<file path="config.mk">
export PLATFORM = sky130hd
export DESIGN_NAME = mmio_io_responder
export DESIGN_NICKNAME = d
export VERILOG_FILES = /design/src/rtl/mmio_io_responder.sv
export SDC_FILE = /design/constraint.sdc
export NUM_CORES = 1
export LEC_CHECK = 0
export CAP_MARGIN = 0
export CORE_MARGIN = 2
export CORE_UTILIZATION = 28
export CTS_CLUSTER_SIZE = 14
export DETAILED_ROUTE_END_ITERATION = 12
export PLACE_DENSITY_LB_ADDON = 0.2
export SKIP_CTS_REPAIR_TIMING = 1
export SLEW_MARGIN = 20
export SYNTH_ARGS = -nofsm -noshare
export SYNTH_HDL_FRONTEND = slang
export SYNTH_SLANG_ARGS = --single-unit
</file>
<file path="constraint.sdc">
create_clock -name clock -period 2.95 [get_ports clock]
set_input_delay 0.59 -clock clock [delete_from_list [all_inputs] [get_ports clock]]
set_output_delay 0.59 -clock clock [all_outputs]
set_load 0.01 [all_outputs]
</file>
<file path="src/rtl/mmio_io_responder.sv">
// mmio_io_responder
//   Memory-mapped I/O responder between the processor data-memory port and
//   the board peripherals.
//   - Debounced button levels become sticky press events (clear on read).
//   - Stores to ADDR_OUT are buffered in a small FIFO that drains to the VGA
//     controller over a valid/ready handshake.
//   - A status word reports the FIFO fill level and a sticky overflow flag.
//
// Ports:
//   clock      in   1   system clock, rising edge
//   reset      in   1   asynchronous, active-low reset
//   mem_addr   in  32   processor data address
//   mem_wren   in   1   store strobe (one cycle per store)
//   mem_rden   in   1   load strobe (one cycle per load)
//   mem_wdata  in  32   store data
//   ram_rdata  in  32   RAM read data, passed through for non-I/O addresses
//   mem_rdata  out 32   read data to the processor (combinational)
//   btn        in   5   debounced button levels {D,U,R,L,C}
//   out_data   out 32   FIFO head toward the VGA controller (0 when empty)
//   out_valid  out  1   FIFO non-empty
//   out_ready  in   1   VGA controller accepts the head this cycle
module mmio_io_responder #(
  parameter logic [31:0] ADDR_BTNC  = 32'd1000,
  parameter logic [31:0] ADDR_OUT   = 32'd2000,
  parameter logic [31:0] ADDR_BTNL  = 32'd3000,
  parameter logic [31:0] ADDR_BTNR  = 32'd4000,
  parameter logic [31:0] ADDR_BTNU  = 32'd5000,
  parameter logic [31:0] ADDR_BTND  = 32'd6000,
  parameter logic [31:0] ADDR_STAT  = 32'd7000,
  parameter int          FIFO_DEPTH = 4
) (
  input  logic        clock,
  input  logic        reset,
  input  logic [31:0] mem_addr,
  input  logic        mem_wren,
  input  logic        mem_rden,
  input  logic [31:0] mem_wdata,
  input  logic [31:0] ram_rdata,
  output logic [31:0] mem_rdata,
  input  logic [4:0]  btn,
  output logic [31:0] out_data,
  output logic        out_valid,
  input  logic        out_ready
);

  localparam int PW = $clog2(FIFO_DEPTH);
  localparam int CW = PW + 1;

  // Button index order matches btn: {D,U,R,L,C}
  localparam logic [31:0] BTN_ADDR [5] = '{ADDR_BTNC, ADDR_BTNL, ADDR_BTNR,
                                           ADDR_BTNU, ADDR_BTND};

  // ---------------------------------------------------------------------
  // State
  // ---------------------------------------------------------------------
  logic [4:0]    btn_q;
  logic          armed_q;
  logic [4:0]    evt_q,  evt_d;
  logic          ovf_q,  ovf_d;
  logic [PW-1:0] head_q, head_d;
  logic [PW-1:0] tail_q, tail_d;
  logic [CW-1:0] count_q, count_d;
  logic [31:0]   fifo_mem [FIFO_DEPTH];

  // ---------------------------------------------------------------------
  // Address decode
  // ---------------------------------------------------------------------
  logic [4:0] btn_sel;
  logic       stat_sel;
  logic       out_sel;

  assign stat_sel = (mem_addr == ADDR_STAT);
  assign out_sel  = (mem_addr == ADDR_OUT);

  // ---------------------------------------------------------------------
  // Button events
  // ---------------------------------------------------------------------
  logic [4:0] rise;
  logic [4:0] rd_clr;

  // No rises on the arming clock, so a button held through reset is silent.
  assign rise = armed_q ? (btn & ~btn_q) : 5'b0;

  genvar gi;
  generate
    for (gi = 0; gi < 5; gi++) begin : g_btn
      assign btn_sel[gi] = (mem_addr == BTN_ADDR[gi]);
      assign rd_clr[gi]  = mem_rden & btn_sel[gi];
      // A rise in the same cycle as the clearing read keeps the event.
      assign evt_d[gi]   = rise[gi] | (evt_q[gi] & ~rd_clr[gi]);
    end
  endgenerate

  // ---------------------------------------------------------------------
  // FIFO control
  // ---------------------------------------------------------------------
  logic push_req, push_ok, pop, full, drop;

  assign out_valid = (count_q != '0);
  assign full      = (count_q == CW'(FIFO_DEPTH));
  assign push_req  = mem_wren & out_sel;
  assign pop       = out_valid & out_ready;
  // When full, a concurrent pop frees the slot this push lands in.
  assign push_ok   = push_req & (~full | pop);
  assign drop      = push_req & full & ~pop;

  always_comb begin
    head_d  = head_q;
    tail_d  = tail_q;
    count_d = count_q;
    if (push_ok) tail_d = tail_q + PW'(1);
    if (pop)     head_d = head_q + PW'(1);
    case ({push_ok, pop})
      2'b10:   count_d = count_q + CW'(1);
      2'b01:   count_d = count_q - CW'(1);
      default: count_d = count_q;
    endcase
  end

  // Drop sets overflow with priority over the clearing status read.
  assign ovf_d = drop | (ovf_q & ~(mem_rden & stat_sel));

  assign out_data = out_valid ? fifo_mem[head_q] : 32'd0;

  // ---------------------------------------------------------------------
  // Read mux
  // ---------------------------------------------------------------------
  always_comb begin
    mem_rdata = ram_rdata;
    if (out_sel) begin
      mem_rdata = 32'd0;
    end else if (stat_sel) begin
      mem_rdata = {23'd0, {(8 - CW){1'b0}}, count_q, ovf_q};
    end else begin
      for (int i = 0; i < 5; i++) begin
        if (btn_sel[i]) mem_rdata = {31'd0, evt_q[i]};
      end
    end
  end

  // ---------------------------------------------------------------------
  // Registers
  // ---------------------------------------------------------------------
  always_ff @(posedge clock or negedge reset) begin
    if (!reset) begin
      btn_q   <= 5'd0;
      armed_q <= 1'b0;
      evt_q   <= 5'd0;
      ovf_q   <= 1'b0;
      head_q  <= '0;
      tail_q  <= '0;
      count_q <= '0;
    end else begin
      btn_q   <= btn;
      armed_q <= 1'b1;
      evt_q   <= evt_d;
      ovf_q   <= ovf_d;
      head_q  <= head_d;
      tail_q  <= tail_d;
      count_q <= count_d;
    end
  end

  // Storage carries no reset; validity is tracked by count.
  always_ff @(posedge clock) begin
    if (push_ok) fifo_mem[tail_q] <= mem_wdata;
  end

endmodule

</file>
==> results.tsv, run 1 <==
stage	metric	value	unit
critical_path	Worst EP arrival	2.65	ns
layout	Core Util, Final	43.9	%
clocking	Clock Latency Late Sink	0.42	ns
sta	Tmin final	3.24	ns
synth	post-synth cell types	61	
detailed_routing	Initial DRT Pass Iterations	6	
layout	most frequent cells in the layout	edfxtp_1, clkdlybuf4s50_1, buf_4, and2_1, mux4_2	
layout	Final Instance Area	9960	um2
global_route	total grt overflow	0	
sta	final critical-path share of the clock period	110	%
critical_path	CP startpoint kind	primary input	
clocking	H-tree Lvls	4	
synth	ys flop type	edfxtp_1	
sta	FMAX	0.309	GHz
floorplanning	Die W	156	um
critical_path	r2r worst-path depth	9	
sta	skew final	0.00955	ns
floorplanning	die area	24500	um2
layout	Final nets	731	
layout	share of layout cells above drive strength 1	36.5	%
pwr	total power	6.94	mW
critical_path	RR Startpoint	count_q[0]	
global_route	vias in the first global route	4371	
global_route	first-pass GRT wire length	24200	um
synth	synthesized area	6500	um2
pwr	Lkg Pwr	3.77	nW
synth	Synth Warn #	0	
place	placed cell area	8960	um2
global_route	initial antenna violation count	0	
place	HPWL after DPL	11100	um
clocking	TritonCTS buffer count	17	
clocking	Root Buffer	clkbuf_16	
global_route	grt met2 use	22.2	%
critical_path	Crit Path Class	in2out	
layout	most common cell after layout, fill and taps aside	edfxtp_1	
place	port bufs	170	
synth	share of the synthesized area in the top cell type	59.1	%
global_route	GR Util All Layers	13.2	%
floorplanning	I/O Pins	171	
synth	synthesized instance count	379	
detailed_routing	DRC Markers	0	
sta	Final Hold Vio Count	0	
place	GPL Wtd Cong	0.786	
floorplanning	Initial Utilization	28.6	%
floorplanning	height of the die	156	um
synth	number of flops mapped to enable cells by yosys	128	
global_route	most used routing layer	met2	
floorplanning	# rows	55	
global_route	met1 Resource Use GR	16.6	%
place	placed cell count	864	
detailed_routing	vias per cell	4.52	
clocking	clk slew on worst S/H paths	0.06	ns
critical_path	reg-to-reg endpoint	count_q[2]	
synth	cell taking the most area after synthesis	edfxtp_1	
synth	Avg Synthesized Cell Area	17.2	um2
job	max-cap check violation count	0	
place	Placement Setup Slack	-0.780	ns
detailed_routing	Routed WL per cell	17.8	um
global_route	M3 GR Usage	4.02	%
critical_path	crit end category	output pin	
sta	Setup violations, final	32	
sta	worst setup margin	-0.286	ns
sta	hold slack	0.429	ns
detailed_routing	initial DRC count	217	
layout	antenna fix cells	0	
synth	synthesized flop and latch total	147	
detailed_routing	DRT antenna net count	0	
critical_path	critical path startpoint	mem_addr[14]	
hold_path	HP Class	reg2reg	
sta	worst-margin pin slew	0.904	ns
synth	Post-Syn Nets	491	
detailed_routing	DRT Wirelength	16300	um
run_status	outcome	finished with violations	
sta	unrepaired setup endpoints after global routing	yes	
critical_path	r2r setup slk	0.68	ns
synth	register area share after synthesis	66.4	%
synth	top post-synthesis cells by area	edfxtp_1, mux4_2, dfrtp_1	
clocking	TritonCTS clock tree	done	
clocking	clk buf depth	2	
critical_path	CP max FO	8	
critical_path	CP required	2.36	ns
clocking	clk sinks	147	
global_route	largest net degree at the start of global routing	32	
pwr	PD cells	696	nW/um2
run_status	failing checks	setup timing	
sta	fin. max-slew vios	0	
detailed_routing	via count	4139	
sta	Slew Limit Headroom	39.6	%
critical_path	Worst Setup EP	mem_rdata[17]	
layout	Layout area overhead	53.3	%
pwr	Worst IR Drop VDD	452	uV
floorplanning	Core Area	22700	um2
layout	Layout Cells excl Fill	916	
sta	setup_tns	-7.01	ns
synth	share of async-settable or async-resettable flops after synthesis	12.9	%
where the power goes:
group,internal [mW],switching (mW),total [mW]
combinational,1.40,0.924,2.32
clock,1.43,0.835,2.26
sequential,2.31,0.0426,2.35
total,5.14,1.80,6.94
synthesized netlist by cell type, types with 3 or more instances:
library cell,count
buf_6,4
nor2_1,3
buf_2,4
xor2_1,3
o21ai_1,3
nand3b_1,3
clkbuf_1,9
nor4_1,6
o21ai_2,3
edfxtp_1,128
nand2_1,12
mux4_2,32
xnor2_1,3
and4_1,4
nor3_1,5
and2_1,38
inv_1,13
dfrtp_1,19
nand3_1,3
and3_1,4
a32o_1,3
nor2b_2,27
ha_1,5
registers in the layout, summed over array words and instances, names as in the netlist:
signal / flops
fifo_mem: 128
count_q: 3
tail_q: 2
head_q: 2
armed_q: 1
evt_q: 5
btn_q: 5
ovf_q: 1
layer usage:
metal | routed length (um) | vias up
met5 | 0 | -
met4 | 146 | 0
met3 | 893 | 11
met2 | 8300 | 113
met1 | 7010 | 2068
li1 | - | 1947
cells by family (layout without fill, tap and decap cells):
group	count (synthesis)	after routing	synth area share (%)
and+or+nand+nor	131	131	14.6
muxes	34	34	11.4
xor gates and xnor gates	6	6	0.808
adders and majority gates	6	6	1.27
AOI/OAI and AO/OA	23	23	3.12
other	1	1	0.0577
buffers and inverters	31	283	2.33
DFF	147	147	66.4
worst min path at each step:
stage / start / end / depth (start not counted)
after floorplan: reset / armed_q / 0
after global placement: btn_q[1] / evt_q[1] / 1
after detailed placement: btn_q[1] / evt_q[1] / 1
after CTS: btn_q[1] / evt_q[1] / 1
after global routing: btn_q[1] / evt_q[1] / 1
final: btn_q[1] / evt_q[1] / 1
cell type report:
cell class                      instances  area [um2]
Timing Repair Buffer                  238        2410
Inverter                               14        52.6
Sequential cell                       147        4320
Clock inverter                         13         199
Multi-Input combinational cell        201        2190
Clock buffer                           18         429
Fill cell                            2041       12700
Tap cell                              285         357
worst max-delay path: stages:
cell and delay, ns:
buf_6 0.09, or4b_4 0.58, nor4_4 0.34, a21boi_2 0.11, a221oi_4 0.34, buf_6 0.16, buf_12 0.10, clkbuf_16 0.16
nor2b_2 0.04, clkbuf_2 0.12
Power figures use the tool's default switching activity.
==> inputs of run 2 (changes only) <==
Settings changed: CELL_PAD_IN_SITES_DETAIL_PLACEMENT set to 2, CELL_PAD_IN_SITES_GLOBAL_PLACEMENT set to 2, CTS_CLUSTER_SIZE 14 to not set.
==> run 2 against run 1 <==
The flow still finishes with violations (setup timing). Die area did not move. First-iteration DRC count shrank 52%. Global-route usage is 1.8 points higher. Largest cell class unchanged.
==> results.tsv, run 2 (synthesized netlist as in run 1, its figures left out) <==
stage	metric	value	unit	change
floorplanning	I/O Pins	171		unchanged
global_route	initial antenna violation count	0		unchanged
run_status	failing checks	setup timing		
critical_path	CP startpoint kind	primary input		
detailed_routing	DRC Markers	0		unchanged
global_route	total grt overflow	0		unchanged
detailed_routing	DRT antenna net count	0		unchanged
layout	most frequent cells in the layout	edfxtp_1, clkdlybuf4s50_1, buf_4, and2_1, dlymetal6s2s_1		
global_route	GR Util All Layers	14.9	%	+1.8 points
place	port bufs	170		unchanged
floorplanning	Core Area	22700	um2	unchanged
critical_path	Crit Path Class	in2out		
job	max-cap check violation count	0		unchanged
detailed_routing	via count	4269		+3.1%
floorplanning	# rows	55		unchanged
critical_path	reg-to-reg endpoint	count_q[2]		
run_status	outcome	finished with violations		
critical_path	CP max FO	8		unchanged
layout	max reg flops	128		unchanged
global_route	largest net degree at the start of global routing	35		+9.4%
layout	Top reg by flops	fifo_mem		
floorplanning	Initial Utilization	28.6	%	unchanged
sta	fin. max-slew vios	0		unchanged
layout	Layout area overhead	53.5	%	
clocking	clk sinks	147		unchanged
global_route	first-pass GRT wire length	27000	um	+12%
sta	Tmin final	3.15	ns	-0.0837 ns
critical_path	r2r worst-path depth	9		unchanged
sta	unrepaired setup endpoints after global routing	yes		
layout	antenna fix cells	0		unchanged
critical_path	CP most frequent cell	buf_6		
layout	Layout Cells excl Fill	914		-0.22%
critical_path	r2r setup slk	0.65	ns	-0.03 ns
detailed_routing	Routed WL per cell	20.6	um	+15%
sta	FMAX	0.317	GHz	+2.7%
sta	Final Hold Vio Count	0		unchanged
critical_path	Critical-path top delay cell	or4b_4		
place	placed cell count	864		unchanged
critical_path	cells along the critical path	buf_6 > or4b_4 > nor4_4 > a21boi_2 > a221oi_4 > buf_6 > clkbuf_16 > o21ai_2 > clkbuf_2		
pwr	PD cells	699	nW/um2	+0.36%
hold_path	Hold Path Depth	1		unchanged
detailed_routing	initial DRC count	105		-52%
floorplanning	Die W	156	um	unchanged
critical_path	Worst EP arrival	2.56	ns	-0.09 ns
clocking	clk slew on worst S/H paths	0.06	ns	about the same
floorplanning	die area	24500	um2	unchanged
floorplanning	height of the die	156	um	unchanged
place	GPL Wtd Cong	0.731		-7.0%
sta	worst setup margin	-0.203	ns	+0.0837 ns
hold_path	hold wc startpoint	btn_q[1]		
layout	registers with the most flip-flops	fifo_mem: 128 flops, btn_q: 5 flops, evt_q: 5 flops		
clocking	Root Buffer	clkbuf_16		
sta	Setup violations, final	32		unchanged
layout	Final nets	728		-0.41%
global_route	vias in the first global route	4748		+8.6%
place	HPWL after DPL	12600	um	+14%
sta	final critical-path share of the clock period	107	%	-2.8 points
place	Placement Setup Slack	-0.803	ns	-0.0230 ns
pwr	total power	6.97	mW	+0.50%
clocking	Clock Latency Late Sink	0.42	ns	about the same
sta	skew final	0.00938	ns	-0.000170 ns
critical_path	crit end category	output pin		
critical_path	RR Startpoint	count_q[0]		
clocking	TritonCTS buffer count	17		unchanged
hold_path	HP Class	reg2reg		
clocking	clk buf depth	2		unchanged
detailed_routing	Initial DRT Pass Iterations	4		-2
hold_path	Worst Hold Path EP	evt_q[1]		
detailed_routing	DRT Wirelength	18800	um	+15%
pwr	Worst IR Drop VDD	464	uV	+2.8%
critical_path	CP required	2.36	ns	about the same
clocking	TritonCTS clock tree	done		
critical_path	Worst path max stage delay	0.60	ns	+0.02 ns
sta	hold slack	0.434	ns	+0.00425 ns
clocking	H-tree Lvls	4		unchanged
detailed_routing	vias per cell	4.67		+3.4%
critical_path	critical path startpoint	mem_addr[14]		
layout	share of layout cells above drive strength 1	36.7	%	+0.27 points
pwr	Lkg Pwr	3.92	nW	+4.1%
layout	most common cell after layout, fill and taps aside	edfxtp_1		
run 2: final cells by class:
type,count,area [um2]
clock buffers,20,437
clock inverters,12,179
fillers,2175,12700
inverters,14,52.6
multi-input cells,201,2220
flip-flops and latches,147,4320
well taps,285,357
repair buffers,235,2410
run 2: how the worst max path moves through the flow:
stage,end,slack (ns),cells after the start
floorplan,fifo_mem[0][0],0.003,6
global placement,mem_rdata[31],-0.74,8
detailed placement,mem_rdata[29],-0.80,8
CTS,mem_rdata[29],-0.83,8
global route,mem_rdata[2],-0.24,9
finish,mem_rdata[2],-0.20,9
run 2: worst max-delay path, delay by kind of cell:
kind                   cells  cell delay [ns]
AOI/OAI and AO/OA          3             0.48
buffers and inverters      4             0.54
and+or+nand+nor            2             0.95
run 2: stage by stage:
stage | cell area [um2] | setup TNS [ns] | util [%]
2_1_floorplan | 6500 | 0 | -
3_3_place_gp | 8960 | -67.42 | 39.4
3_5_place_dp | 8960 | -73.46 | 39.4
4_1_cts | 9570 | -25.86 | 42.2
5_1_grt | 9980 | -7.04 | 43.9
6_report | 9980 | -5.61 | 43.9
run 2: metal layers:
layer | vias up | part of all wire (%) | GRT usage [%]
met5 | - | 0 | 0
met4 | 0 | 1.0 | 4.67
met3 | 11 | 6.9 | 5.43
met2 | 143 | 52 | 26.5
met1 | 2165 | 40 | 16.7
li1 | 1950 | - | -
run 2: where the power goes:
group	switching [mW]	internal (mW)	leakage, nW
Clock	0.825	1.42	0.293
Sequential	0.0722	2.31	1.36
Combinational	0.933	1.41	2.27
Total	1.83	5.14	3.92
